**src/rtl/proc_seq_ctrl_if.sv**
```systemverilog
// proc_seq_ctrl_if: memory request/acknowledge handshake between the sequencer and the memory model.
interface proc_seq_ctrl_if;
    logic MEM_REQ;
    logic MEM_WE;
    logic MEM_ACK;
    modport master (output MEM_REQ, output MEM_WE, input MEM_ACK);
    modport slave (input MEM_REQ, input MEM_WE, output MEM_ACK);
endinterface

```
**src/rtl/proc_seq_ctrl.sv**
```systemverilog
// proc_seq_ctrl: multi-cycle fetch/decode/execute/memory/write-back sequencer that owns the PC.
// Define PROC_SEQ_PERF_EN to build the cycle and retired-instruction counters.
module proc_seq_ctrl #(
    parameter int PC_WIDTH = 32,
    parameter logic [PC_WIDTH-1:0] RESET_PC = '0,
    parameter int TIMEOUT_CYCLES = 255
) (
    input  logic                CLK,
    input  logic                RST,
    proc_seq_ctrl_if.master     bus,
    input  logic                MEM_OP,
    input  logic                MEM_OP_WE,
    input  logic                STALL,
    input  logic                WB_WRITE,
    input  logic                PC_LOAD,
    input  logic [PC_WIDTH-1:0] PC_TARGET,
    input  logic                HALT_REQ,
    input  logic                RESUME,
    output logic [2:0]          STATE,
    output logic [PC_WIDTH-1:0] PC,
    output logic                IR_LOAD,
    output logic                RF_WRITE,
    output logic                RETIRE,
    output logic                TIMEOUT,
    output logic [31:0]         CYCLE_CNT,
    output logic [31:0]         INSTR_CNT
);
    localparam logic [2:0] S_FETCH  = 3'd0;
    localparam logic [2:0] S_DECODE = 3'd1;
    localparam logic [2:0] S_EXE    = 3'd2;
    localparam logic [2:0] S_MEM    = 3'd3;
    localparam logic [2:0] S_WB     = 3'd4;
    localparam logic [2:0] S_HALT   = 3'd5;
    localparam logic [2:0] S_ERR    = 3'd6;
    localparam int WW = $clog2(TIMEOUT_CYCLES + 1);
    localparam logic [WW-1:0] WAIT_LAST = WW'(TIMEOUT_CYCLES - 1);

    logic [2:0]          state, state_nxt;
    logic [PC_WIDTH-1:0] pc;
    logic [WW-1:0]       wait_cnt;
    logic                op_we;
    logic                mem_st;
    logic                expired;

    assign mem_st  = state == S_FETCH || state == S_MEM;
    // An ACK arriving on the last allowed cycle takes priority over the timeout.
    assign expired = mem_st && !bus.MEM_ACK && wait_cnt == WAIT_LAST;

    always_comb begin
        state_nxt = state;
        case (state)
            S_FETCH:  state_nxt = bus.MEM_ACK ? S_DECODE : expired ? S_ERR : S_FETCH;
            S_DECODE: state_nxt = S_EXE;
            S_EXE:    state_nxt = STALL ? S_EXE : MEM_OP ? S_MEM : S_WB;
            S_MEM:    state_nxt = bus.MEM_ACK ? S_WB : expired ? S_ERR : S_MEM;
            S_WB:     state_nxt = HALT_REQ ? S_HALT : S_FETCH;
            S_HALT:   state_nxt = RESUME ? S_FETCH : S_HALT;
            default:  state_nxt = S_ERR;
        endcase
    end

    always_ff @(posedge CLK or posedge RST) begin
        if (RST) begin
            state    <= S_FETCH;
            pc       <= RESET_PC;
            wait_cnt <= '0;
            op_we    <= 1'b0;
        end else begin
            state    <= state_nxt;
            wait_cnt <= (state_nxt != state || !mem_st) ? '0 : wait_cnt + 1'b1;
            if (state == S_EXE && !STALL)
                op_we <= MEM_OP_WE;
            if (state == S_WB)
                pc <= PC_LOAD ? PC_TARGET : pc + 1'b1;
        end
    end

    assign STATE       = state;
    assign PC          = pc;
    assign bus.MEM_REQ = mem_st && !RST;
    assign bus.MEM_WE  = state == S_MEM && op_we;
    assign IR_LOAD     = state == S_DECODE;
    assign RF_WRITE    = state == S_WB && WB_WRITE;
    assign RETIRE      = state == S_WB;
    assign TIMEOUT     = state == S_ERR;

`ifdef PROC_SEQ_PERF_EN
    logic [31:0] cyc_cnt, ins_cnt;

    always_ff @(posedge CLK or posedge RST) begin
        if (RST) begin
            cyc_cnt <= '0;
            ins_cnt <= '0;
        end else begin
            if (state != S_HALT && state != S_ERR)
                cyc_cnt <= cyc_cnt + 1'b1;
            if (state == S_WB)
                ins_cnt <= ins_cnt + 1'b1;
        end
    end

    assign CYCLE_CNT = cyc_cnt;
    assign INSTR_CNT = ins_cnt;
`else
    assign CYCLE_CNT = '0;
    assign INSTR_CNT = '0;
`endif
endmodule

```
**src/flat_wrapper.sv**
```systemverilog
// flat-port wrapper written by rule: the top's interface ports become plain ports
module proc_seq_ctrl_flat 
#(
    parameter int PC_WIDTH = 32,
    parameter logic [PC_WIDTH-1:0] RESET_PC = '0,
    parameter int TIMEOUT_CYCLES = 255
)
  (CLK, RST, MEM_OP, MEM_OP_WE, STALL, WB_WRITE, PC_LOAD, PC_TARGET, HALT_REQ, RESUME, STATE, PC, IR_LOAD, RF_WRITE, RETIRE, TIMEOUT, CYCLE_CNT, INSTR_CNT, bus_MEM_REQ, bus_MEM_WE, bus_MEM_ACK);
  proc_seq_ctrl_if bus_i ();
  input  logic CLK;
  input  logic RST;
  input  logic MEM_OP;
  input  logic MEM_OP_WE;
  input  logic STALL;
  input  logic WB_WRITE;
  input  logic PC_LOAD;
  input  logic [PC_WIDTH-1:0] PC_TARGET;
  input  logic HALT_REQ;
  input  logic RESUME;
  output logic [2:0] STATE;
  output logic [PC_WIDTH-1:0] PC;
  output logic IR_LOAD;
  output logic RF_WRITE;
  output logic RETIRE;
  output logic TIMEOUT;
  output logic [31:0] CYCLE_CNT;
  output logic [31:0] INSTR_CNT;
  output wire logic [$bits(bus_i.MEM_REQ)-1:0] bus_MEM_REQ;
  output wire logic [$bits(bus_i.MEM_WE)-1:0] bus_MEM_WE;
  input wire logic [$bits(bus_i.MEM_ACK)-1:0] bus_MEM_ACK;
  assign bus_MEM_REQ = bus_i.MEM_REQ;
  assign bus_MEM_WE = bus_i.MEM_WE;
  assign bus_i.MEM_ACK = bus_MEM_ACK;
  proc_seq_ctrl #(.PC_WIDTH(PC_WIDTH), .RESET_PC(RESET_PC), .TIMEOUT_CYCLES(TIMEOUT_CYCLES)) u_core (.CLK(CLK), .RST(RST), .bus(bus_i), .MEM_OP(MEM_OP), .MEM_OP_WE(MEM_OP_WE), .STALL(STALL), .WB_WRITE(WB_WRITE), .PC_LOAD(PC_LOAD), .PC_TARGET(PC_TARGET), .HALT_REQ(HALT_REQ), .RESUME(RESUME), .STATE(STATE), .PC(PC), .IR_LOAD(IR_LOAD), .RF_WRITE(RF_WRITE), .RETIRE(RETIRE), .TIMEOUT(TIMEOUT), .CYCLE_CNT(CYCLE_CNT), .INSTR_CNT(INSTR_CNT));
endmodule
```
**config.mk**
```make
export PLATFORM = sky130hd
export DESIGN_NAME = proc_seq_ctrl_flat
export DESIGN_NICKNAME = d
export VERILOG_FILES = /design/src/rtl/proc_seq_ctrl_if.sv /design/src/rtl/proc_seq_ctrl.sv /design/src/flat_wrapper.sv
export SDC_FILE = /design/constraint.sdc
export NUM_CORES = 1
export LEC_CHECK = 0
export BUFFER_PORTS_ARGS = -buffer_cell sky130_fd_sc_hd__buf_4
export CAP_MARGIN = 20
export CORE_ASPECT_RATIO = 1.5
export CORE_UTILIZATION = 52
export CTS_CLUSTER_DIAMETER = 120
export DETAILED_ROUTE_END_ITERATION = 10
export PLACE_DENSITY = 0.87
export SYNTH_ARGS = -nofsm -noshare
export SYNTH_HDL_FRONTEND = slang
export SYNTH_SLANG_ARGS = --single-unit
export TNS_END_PERCENT = 10
```
**constraint.sdc**
```tcl
create_clock -name CLK -period 5.2 [get_ports CLK]
set_clock_uncertainty 0.15 [all_clocks]
set_input_delay 0.52 -clock CLK [delete_from_list [all_inputs] [get_ports CLK]]
set_output_delay 0.52 -clock CLK [all_outputs]
set_load 0.01 [all_outputs]
```
==> impl_metrics.csv, run 1 <==
group,metric,value,unit
status,status,"completed",
critical_path,timing.rr.start,"u_core.STATE[2]",
flow_run,max_cap_viol_count,0,
pwr,swShare,45.1,%
critical_path,crit_path_start_kind,"register",
timing,period_minus_slack,3.03,ns
critical_path,end_kind,"primary output",
floorplanning,die_w,66.9,um
grt,grt_pass1_wl,12700,um
clock_network,cts_tree,"yes",
floorplanning,rows,35,
cells_and_area,diodes,0,
route,ant_nets,0,
clock_network,postCtsSetupRepairBufs,0,
timing,post-route-period-util,58.2,%
synth,synth_edf_count,0,
worst_hold_path,hold_path.class,"in -> async",
clock_network,path_clk_slew,0.09,ns
route,firstDrtPassIters,4,
pwr,ir_worst_vdd,0.284,mV
pwr,switching_power,0.767,mW
clock_network,clk_latency,0.31,ns
critical_path,worstSetupPathType,"reg -> out",
synth,synth_ff_type,"dfrtp_1",
timing,setup_viol,0,
synth,ys_seq_area_share,33.5,%
cells_and_area,area_growth,14.8,%
placement,dp_hpwl,5530,um
grt,grt_max_degree,61,
route,wl_per_cell,14.4,um
placement,place_congestion,0.877,
floorplanning,core,6130,um^2
critical_path,cp_cell_sequence,"or3b_1 -> buf_4 -> inv_2 -> and2_1 -> buf_4",
timing,relSlewSlack,49.5,%
timing,worstMarginPinSlew,0.753,ns
critical_path,cpMaxStageDelayCell,"dfrtp_1",
floorplanning,io_pins,147,
cells_and_area,drive_above_1_share,23.0,%
pwr,p_int,0.935,mW
critical_path,r2r-end,"u_core.PC[29]",
timing,rsz0062_at_grt,"no",
floorplanning,fp.dieH,99.3,um
cells_and_area,layout.nets,513,
placement,port_buffers,82,
clock_network,ctsHoldBuffers,0,
critical_path,rrSetupSlack,2.60,ns
floorplanning,die_area,6640,um^2
route,vias_per_cell,5.61,
pwr,power_frac_comb,46.4,%
synth,synth_seq_cells,44,
grt,grt-ovfl-total,0,
synth,netlist_area,3280,um^2
grt,grt_pass1_vias,2845,
critical_path,worst-endpoint-arrival,2.36,ns
timing,fmax,330,MHz
synth,synth_cell_type_count,53,
timing,fin_setup_tns,0,ns
synth,async_flop_share,100,%
critical_path,slowest_delay,0.56,ns
pwr,power.density,452,nW/um^2
critical_path,r2r_cells,7,
synth,synth_top_area_share,33.5,%
synth,synth_area_leaders,"dfrtp_1, buf_4, a21oi_1, o21ai_0, nand2_1",
pwr,p_seq_share,40.1,%
pwr,p_leak,1.76,nW
grt,antenna_found_initial,0,
pwr,pwr-share-clk,13.5,%
synth,netlist_instances,400,
route,drcViolationCount,0,
critical_path,required,4.53,ns
critical_path,worstPathMaxFanout,43,
route,drt-initial-drc-count,184,
grt,grt_usage,24.3,%
synth,synth_area_leader_cell,"dfrtp_1",
timing,maxSlewViolCount,0,
clock_network,clock-sinks,44,
timing,whs,0.239,ns
route,vias,3047,
synth,avgSynthCellArea,8.20,um^2
route,wirelength,7830,um
critical_path,crit_top_cell,"buf_4",
clock_network,cts_made_buffers,5,
timing,finalHoldViolCount,0,
clock_network,ctsResizeCount,0,
clock_network,root_buffer,"clkbuf_8",
synth,ys_warn_count,0,
clock_network,htreeDepth,2,
clock_network,clockBufferDepth,2,
floorplanning,initial_core_util,53.5,%
pwr,power,1.70,mW
[power by group through the flow]
stage | clock [mW] | combinational (mW) | sequential (mW)
after detailed placement | 0 | 0.789 | 0.683
final | 0.230 | 0.790 | 0.682
after floorplan | 0 | 0.503 | 0.666
after global routing | 0.245 | 0.878 | 0.710
after global placement | 0 | 0.758 | 0.674
after CTS | 0.232 | 0.792 | 0.676
[cells in the final DEF (no fill, tap or decap), types with 5 or more instances in the layout]
| cell type | n |
|---|---|
| buf_4 | 84 |
| conb_1 | 64 |
| dfrtp_1 | 44 |
| a21oi_1 | 31 |
| nand2_1 | 28 |
| o21ai_0 | 28 |
| nor2_1 | 27 |
| nand3_1 | 21 |
| nor3_1 | 14 |
| nand4_1 | 12 |
| inv_1 | 9 |
| or3_1 | 8 |
| and3_1 | 6 |
| xor2_1 | 6 |
| clkbuf_8 | 6 |
| a311oi_1 | 5 |
[logic make-up after synthesis]
family          count (synthesis)  synth area share (%)
fa+ha+maj                       3                  1.14
compound gates                 94                  17.7
flops                          44                  33.5
buf+inv                        97                  18.6
simple gates                  149                  25.5
other cells                     1                 0.114
mux                             5                  1.56
xor+xnor                        7                  1.87
[through the flow]
step | cell area, um^2 | setup slack, ns | instances | utilization (%)
after floorplan | 3520 | 2.78 | 463 | -
after global placement | 3670 | 2.52 | 535 | 59.9
after detailed placement | 3670 | 2.46 | 535 | 59.9
after CTS | 3770 | 2.20 | 543 | 61.4
after global routing | 3770 | 2.04 | 543 | 61.4
final | 3770 | 2.17 | 543 | 61.4
[Yosys cell counts (4+ instances only)]
cell / count
a31oi_1: 4
and3_1: 6
nor3_1: 14
nor2_1: 27
a21oi_1: 31
a311oi_1: 5
xor2_1: 6
or3_1: 8
buf_2: 4
nand2_1: 28
dfrtp_1: 44
mux2i_1: 4
and2_1: 4
o21ai_0: 28
nand3_1: 21
buf_4: 64
a211oi_1: 4
inv_1: 9
clkbuf_1: 18
nand4_1: 12
[state kept, by name, summed over array words and instances, names as in the netlist]
signal and cells:
u_core.PC 32, u_core.STATE 3, u_core.op_we 1, u_core.wait_cnt 8
[worst max-delay path by stage]
stage / from / end / slack (ns)
floorplan: u_core.STATE[0] / RF_WRITE / 2.78
global route: u_core.STATE[2] / RF_WRITE / 2.04
CTS: u_core.STATE[2] / RF_WRITE / 2.20
finish: u_core.STATE[2] / RF_WRITE / 2.17
detailed placement: PC_LOAD / u_core.PC[26] / 2.46
global placement: PC_LOAD / u_core.PC[13] / 2.52
[final cells by class]
| type | instances | area [um^2] |
|---|---|---|
| flip-flops and latches | 44 | 1100 |
| clock buffers | 6 | 82.6 |
| fillers | 533 | 2360 |
| inverters | 11 | 41.3 |
| repair buffers | 84 | 631 |
| multi-input cells | 322 | 1810 |
| well taps | 74 | 92.6 |
| clock inverters | 2 | 10.0 |
[per-layer routing]
layer,track usage [%],share of wire (%)
met5,0,0
met4,8.67,1.3
met3,5.62,7.3
met2,44.0,53
met1,26.8,38
[critical path: cells and delay by family (launching register included)]
family,cells,cell delay [ns]
buffers and inverters,3,0.90
AND/OR/NAND/NOR,2,0.60
flip-flops,1,0.56
No activity file was read; power rests on OpenSTA's default activity.
==> run 2, diff against run 1 <==
--- a/config.mk
+++ b/config.mk
@@ -8,10 +8,10 @@
 export BUFFER_PORTS_ARGS = -buffer_cell sky130_fd_sc_hd__buf_4
 export CAP_MARGIN = 20
 export CORE_ASPECT_RATIO = 1.5
-export CORE_UTILIZATION = 52
+export CORE_UTILIZATION = 43
 export CTS_CLUSTER_DIAMETER = 120
 export DETAILED_ROUTE_END_ITERATION = 10
-export PLACE_DENSITY = 0.87
+export PLACE_DENSITY = 0.77
 export SYNTH_ARGS = -nofsm -noshare
 export SYNTH_HDL_FRONTEND = slang
 export SYNTH_SLANG_ARGS = --single-unit
==> constraint.sdc (replaced) <==
create_clock -name CLK -period 2.7 [get_ports CLK]
set_clock_uncertainty 0.15 [all_clocks]
set_input_delay 0.27 -clock CLK [delete_from_list [all_inputs] [get_ports CLK]]
set_output_delay 0.27 -clock CLK [all_outputs]
set_load 0.01 [all_outputs]
==> run 2 against run 1 <==
Effect of this change:
- total power rose by 100%
- non-clock buffer count rose by 7
- largest power group unchanged
- clock-buffer cell count did not move
==> impl_metrics.csv, run 2 (synthesis results as in run 1) <==
group,metric,value,unit
status,status,"completed",
timing,fmax,441,MHz
clock_network,htreeDepth,2,
floorplanning,rows,38,
clock_network,ctsResizeCount,0,
clock_network,path_clk_slew,0.09,ns
floorplanning,die_w,73.3,um
route,vias_per_cell,5.34,
grt,grt_pass1_wl,13100,um
timing,post-route-period-util,84.0,%
cells_and_area,largest_reg_flops,32,
critical_path,worstPathMaxFanout,19,
clock_network,root_buffer,"clkbuf_8",
route,ant_nets,0,
cells_and_area,area_growth,18.3,%
critical_path,crit_path_start_kind,"register",
cells_and_area,layout.nets,520,
placement,dp_hpwl,6130,um
floorplanning,fp.dieH,109,um
pwr,power_frac_comb,45.3,%
pwr,pwr-share-clk,16.1,%
pwr,p_seq_share,38.6,%
timing,relSlewSlack,57.6,%
cells_and_area,finalNonFillerCells,576,
pwr,switching_power,1.49,mW
route,vias,3074,
grt,grt_max_degree,45,
critical_path,required,2.28,ns
route,drt-initial-drc-count,248,
cells_and_area,ff_latch_area,1100,um^2
clock_network,cts_tree,"yes",
pwr,ir_worst_vdd,0.584,mV
cells_and_area,layout_commonest_cell,"buf_4",
floorplanning,io_pins,147,
worst_hold_path,hold_path.class,"in -> reg",
floorplanning,initial_core_util,44.8,%
critical_path,startpoint,"u_core.STATE[2]",
critical_path,cpMaxStageDelayCell,"dfrtp_1",
route,wirelength,8270,um
timing,finalHoldViolCount,0,
cells_and_area,multi_input_area,1810,um^2
placement,dp.cells,567,
cells_and_area,final_cell_mix,"buf_4, conb_1, dfrtp_1, a21oi_1",
grt,antenna_found_initial,0,
grt,grt_pass1_vias,2751,
cells_and_area,diodes,0,
worst_hold_path,min_from,"MEM_OP_WE",
cells_and_area,final_util,53.0,%
placement,port_buffers,82,
route,drcViolationCount,0,
pwr,p_int,1.92,mW
critical_path,timing.rr.start,"u_core.PC[0]",
floorplanning,die_area,7990,um^2
timing,rsz0062_at_grt,"no",
placement,dp_slack,0.503,ns
grt,grt-ovfl-total,0,
critical_path,end_kind,"primary output",
critical_path,worst-endpoint-arrival,1.85,ns
clock_network,cts_made_buffers,5,
route,wl_per_cell,14.4,um
placement,place_congestion,0.909,
pwr,swShare,43.7,%
timing,period_minus_slack,2.27,ns
clock_network,clockBufferDepth,2,
route,firstDrtPassIters,5,
timing,fin_setup_tns,0,ns
cells_and_area,drive_above_1_share,23.9,%
timing,setup_viol,0,
floorplanning,core,7320,um^2
critical_path,cp_cell_sequence,"or3b_1 -> inv_2 -> and2_1 -> buf_4",
pwr,p_leak,1.81,nW
clock_network,clock-sinks,44,
grt,grt_usage,21.0,%
timing,maxSlewViolCount,0,
timing,worstMarginPinSlew,0.633,ns
cells_and_area,fill_cells,721,
critical_path,slowest_delay,0.56,ns
flow_run,max_cap_viol_count,0,
critical_path,critPathTopFamily,"simple AND/OR/NAND/NOR gates",
critical_path,path_buf_inv,2,
clock_network,clk_latency,0.31,ns
timing,fin_ws,0.431,ns
pwr,power.density,878,nW/um^2
critical_path,worstSetupPathType,"reg -> out",
[run 2: per-layer routing]
metal	vias to the layer above	GRT usage [%]	wire length [um]	part of all wire, %
li1	1469	-	-	-
met1	1447	24.4	3090	37
met2	147	37.5	4470	54
met3	11	3.97	580	7.0
met4	0	8.24	133	1.6
met5	-	0	0	0
[run 2: final timing paths]
kind	cells past startpoint	slack [ns]	end
setup / recovery	4	0.43	RF_WRITE
hold / removal	2	0.04	u_core.op_we
setup reg to reg	6	0.45	u_core.PC[18]
hold reg to reg	1	0.37	u_core.op_we
max in group asynchronous	4	1.48	u_core.PC[15]
min in group asynchronous	4	0.53	u_core.PC[2]
[run 2: layout make-up]
class,count,share of cell area [%]
clock inverters,2,0.999
clock buffers,6,2.13
well taps,100,3.22
multi-input cells,322,46.6
inverters,11,1.06
flip-flops and latches,44,28.4
repair buffers,91,17.7
[run 2: worst register-to-register path: stages, from the launching register on]
cell and delay (ns):
dfrtp_1 0.43, ha_1 0.22, nand3_1 0.23, nor4_2 0.60, nand3_1 0.21, o221ai_1 0.19
a21oi_1 0.11
[run 2: per-stage QoR]
step / instance area [um^2] / power (mW) / hold slack (ns)
after floorplan: 3520 / 2.25 / 0.266
after global placement: 3750 / 2.82 / 0.320
after detailed placement: 3750 / 2.88 / 0.321
after CTS: 3880 / 3.42 / 0.0459
after global routing: 3880 / 3.67 / 0.0403
final: 3880 / 3.41 / 0.0407
[run 2: power groups by stage]
stage / Sequential, mW / Clock, mW / Combinational [mW]
2_1_floorplan: 1.28 / 0 / 0.968
3_3_place_gp: 1.30 / 0 / 1.52
3_5_place_dp: 1.32 / 0 / 1.55
4_1_cts: 1.31 / 0.552 / 1.56
5_1_grt: 1.37 / 0.575 / 1.72
6_report: 1.32 / 0.548 / 1.55
[run 2: timing repair]
action / CTS / global route
hold buffers: 1 / 0
buffers inserted: 0 / 0
hold endpoints to repair: 38 / 0
endpoints found under the setup margin: 0 / 0
==> run 3, diff against run 2 <==
--- a/config.mk
+++ b/config.mk
@@ -5,10 +5,11 @@
 export SDC_FILE = /design/constraint.sdc
 export NUM_CORES = 1
 export LEC_CHECK = 0
+export ABC_AREA = 1
 export BUFFER_PORTS_ARGS = -buffer_cell sky130_fd_sc_hd__buf_4
 export CAP_MARGIN = 20
 export CORE_ASPECT_RATIO = 1.5
-export CORE_UTILIZATION = 43
+export CORE_UTILIZATION = 45
 export CTS_CLUSTER_DIAMETER = 120
 export DETAILED_ROUTE_END_ITERATION = 10
 export PLACE_DENSITY = 0.77
==> constraint.sdc (replaced) <==
create_clock -name CLK -period 1.97 [get_ports CLK]
set_clock_uncertainty 0.15 [all_clocks]
set_input_delay 0.197 -clock CLK [delete_from_list [all_inputs] [get_ports CLK]]
set_output_delay 0.197 -clock CLK [all_outputs]
set_load 0.01 [all_outputs]
==> run 3 against run 2 <==
Effect of this change:
- clock power grew 86%
- first-iteration DRC count decreased by 17%
- total power fell by 35%
- largest power group is now the clock network
- area after synthesis grew 16%
- core utilization increased by 3.1 points
- critical path depth is 1 higher
- register-to-register slack got worse by 0.35 ns
- cell count up 34%
- sequential power down 29%
- hold slack got worse by 0.0059 ns
- highest routed layer unchanged
- wire length up 19%
==> impl_metrics.csv, run 3 <==
group,metric,value,unit
grt,grt_max_degree,45,
synth,ys_seq_area_share,28.9,%
critical_path,end_kind,"primary output",
grt,grt_usage,23.1,%
floorplanning,rows,40,
floorplanning,fp.dieH,115,um
critical_path,cp_cell_sequence,"nor2_4 -> nand2_2 -> buf_4 -> nor2_1 -> buf_4",
clock_network,cts_made_buffers,5,
timing,worstMarginPinSlew,0.588,ns
cells_and_area,final_cell_mix,"nand2_1, buf_4, nor2_1, conb_1, inv_1",
synth,netlist_area,3810,um^2
pwr,p_leak,2.32,nW
route,vias,3729,
worst_hold_path,hold_path.class,"in -> reg",
floorplanning,die_area,8840,um^2
synth,synth_cell_type_count,35,
route,wl_met1,3780,um
synth,synth_area_leaders,"dfrtp_1, nand2_1, buf_4, nor2_1, inv_1",
floorplanning,io_pins,147,
status,status,"completed",
critical_path,crit_top_cell,"buf_4",
critical_path,worstPathMaxFanout,35,
synth,synth_top_area_share,28.9,%
critical_path,cpMaxStageDelayCell,"dfrtp_1",
timing,finalHoldViolCount,0,
critical_path,path_buf_inv,2,
route,ant_nets,0,
cells_and_area,layout.nets,712,
critical_path,worst-endpoint-arrival,1.57,ns
grt,grt-ovfl-total,0,
cells_and_area,layout_commonest_cell,"nand2_1",
synth,avgSynthCellArea,6.56,um^2
timing,fmax,522,MHz
timing,post-route-period-util,97.2,%
route,met2WireLength,5230,um
timing,fin_ws,0.0547,ns
flow_run,max_cap_viol_count,0,
route,dr_wl_met3,534,um
route,drt-initial-drc-count,206,
route,firstDrtPassIters,4,
critical_path,rrSetupSlack,0.10,ns
clock_network,root_buffer,"clkbuf_16",
clock_network,clk_latency,0.29,ns
clock_network,path_clk_slew,0.06,ns
synth,synth_ff_type,"dfrtp_1",
synth,yosysMostFrequentCell,"nand2_1",
clock_network,htreeDepth,2,
route,wirelength,9830,um
route,wl_per_cell,12.7,um
timing,period_minus_slack,1.92,ns
route,drcViolationCount,0,
clock_network,cts_tree,"yes",
grt,grt_pass1_wl,16300,um
timing,rsz0062_at_grt,"yes",
cells_and_area,area_growth,19.4,%
placement,dp_slack,0.0843,ns
placement,place_congestion,0.933,
placement,port_buffers,82,
critical_path,worstSetupPathType,"reg -> out",
grt,antenna_found_initial,0,
floorplanning,die_w,77.1,um
critical_path,slowest_delay,0.54,ns
cells_and_area,largest_reg_flops,32,
critical_path,crit_path_start_kind,"register",
critical_path,required,1.62,ns
placement,dp_hpwl,7660,um
pwr,ir_worst_vdd,0.344,mV
cells_and_area,diodes,0,
synth,synth_area_leader_cell,"dfrtp_1",
timing,relSlewSlack,60.8,%
synth,ys_warn_count,0,
grt,grt_pass1_vias,3608,
cells_and_area,drive_above_1_share,23.2,%
synth,synth_seq_cells,44,
clock_network,clockBufferDepth,2,
route,vias_per_cell,4.82,
pwr,power.density,491,nW/um^2
timing,maxSlewViolCount,0,
floorplanning,core,8110,um^2
synth,async_flop_share,100,%
clock_network,postCtsSetupRepairBufs,0,
clock_network,clock-sinks,44,
synth,netlist_top_cells_count,"nand2_1, nor2_1, buf_4, inv_1, dfrtp_1",
route,top_layer_used,"met4",
timing,fin_setup_tns,0,ns
floorplanning,initial_core_util,47.0,%
timing,setup_viol,0,
synth,synth_edf_count,0,
synth,netlist_instances,581,
critical_path,critPathTopFamily,"flip-flops",
-- run 3: per-layer routing --
layer,GRT usage [%],up-vias
li1,-,1878
met1,25.1,1706
met2,43.3,123
met3,4.14,22
met4,10.4,0
met5,0,-
-- run 3: layout make-up --
type / count / area, um^2
Fill cell: 791 / 3560
Multi-Input combinational cell: 458 / 2180
Sequential cell: 44 / 1100
Timing Repair Buffer: 93 / 703
Inverter: 65 / 244
Clock buffer: 7 / 153
Tap cell: 105 / 131
Clock inverter: 1 / 30.0
-- run 3: cell families (layout without fill, tap and decap cells) --
family	after synthesis	count (layout)	share of synthesized area, %
simple gates	322	322	39.3
buf+inv	142	166	20.5
compound gates	63	63	8.84
flops	44	44	28.9
xor+xnor	6	6	1.38
fa+ha+maj	3	3	0.986
other cells	1	64	0.0985
-- run 3: timing repair --
action / 4_1_cts / 5_1_grt
endpoints found under the hold margin: 45 / 0
setup endpoints to repair: 0 / 11
hold buffers: 2 / 0
resized for setup: 0 / 5
-- run 3: power by group --
| part | total, mW | internal (mW) | switching, mW |
|---|---|---|---|
| clock network | 1.02 | 0.668 | 0.354 |
| registers | 0.931 | 0.916 | 0.0150 |
| logic | 0.279 | 0.100 | 0.178 |
| total | 2.23 | 1.68 | 0.547 |
-- run 3: metrics by stage --
stage,instance area (um^2),cells,power (mW),hold WS [ns],utilization (%)
2_1_floorplan,4050,644,1.20,0.168,-
3_3_place_gp,4320,763,1.22,0.252,53.3
3_5_place_dp,4320,763,1.22,0.258,53.3
4_1_cts,4530,773,2.25,0.0301,55.8
5_1_grt,4550,773,2.31,0.0449,56.1
6_report,4550,773,2.23,0.0348,56.1
-- run 3: worst register-to-register path, delay by kind of cell, from the launching register on --
kind / cells / cell delay [ns]
buffers and inverters: 2 / 0.13
adders and majority gates: 1 / 0.20
DFF: 1 / 0.41
and+or+nand+nor: 9 / 0.88
-- run 3: final timing paths --
kind | from | end | cells past startpoint
hold reg to reg | u_core.wait_cnt[0] | u_core.wait_cnt[0] | 1
hold / removal | PC_TARGET[1] | u_core.PC[1] | 3
max in group asynchronous | RST | u_core.PC[6] | 4
setup reg to reg | u_core.PC[0] | u_core.PC[20] | 12
setup / recovery | u_core.STATE[0] | RF_WRITE | 5
min in group asynchronous | RST | u_core.wait_cnt[1] | 4
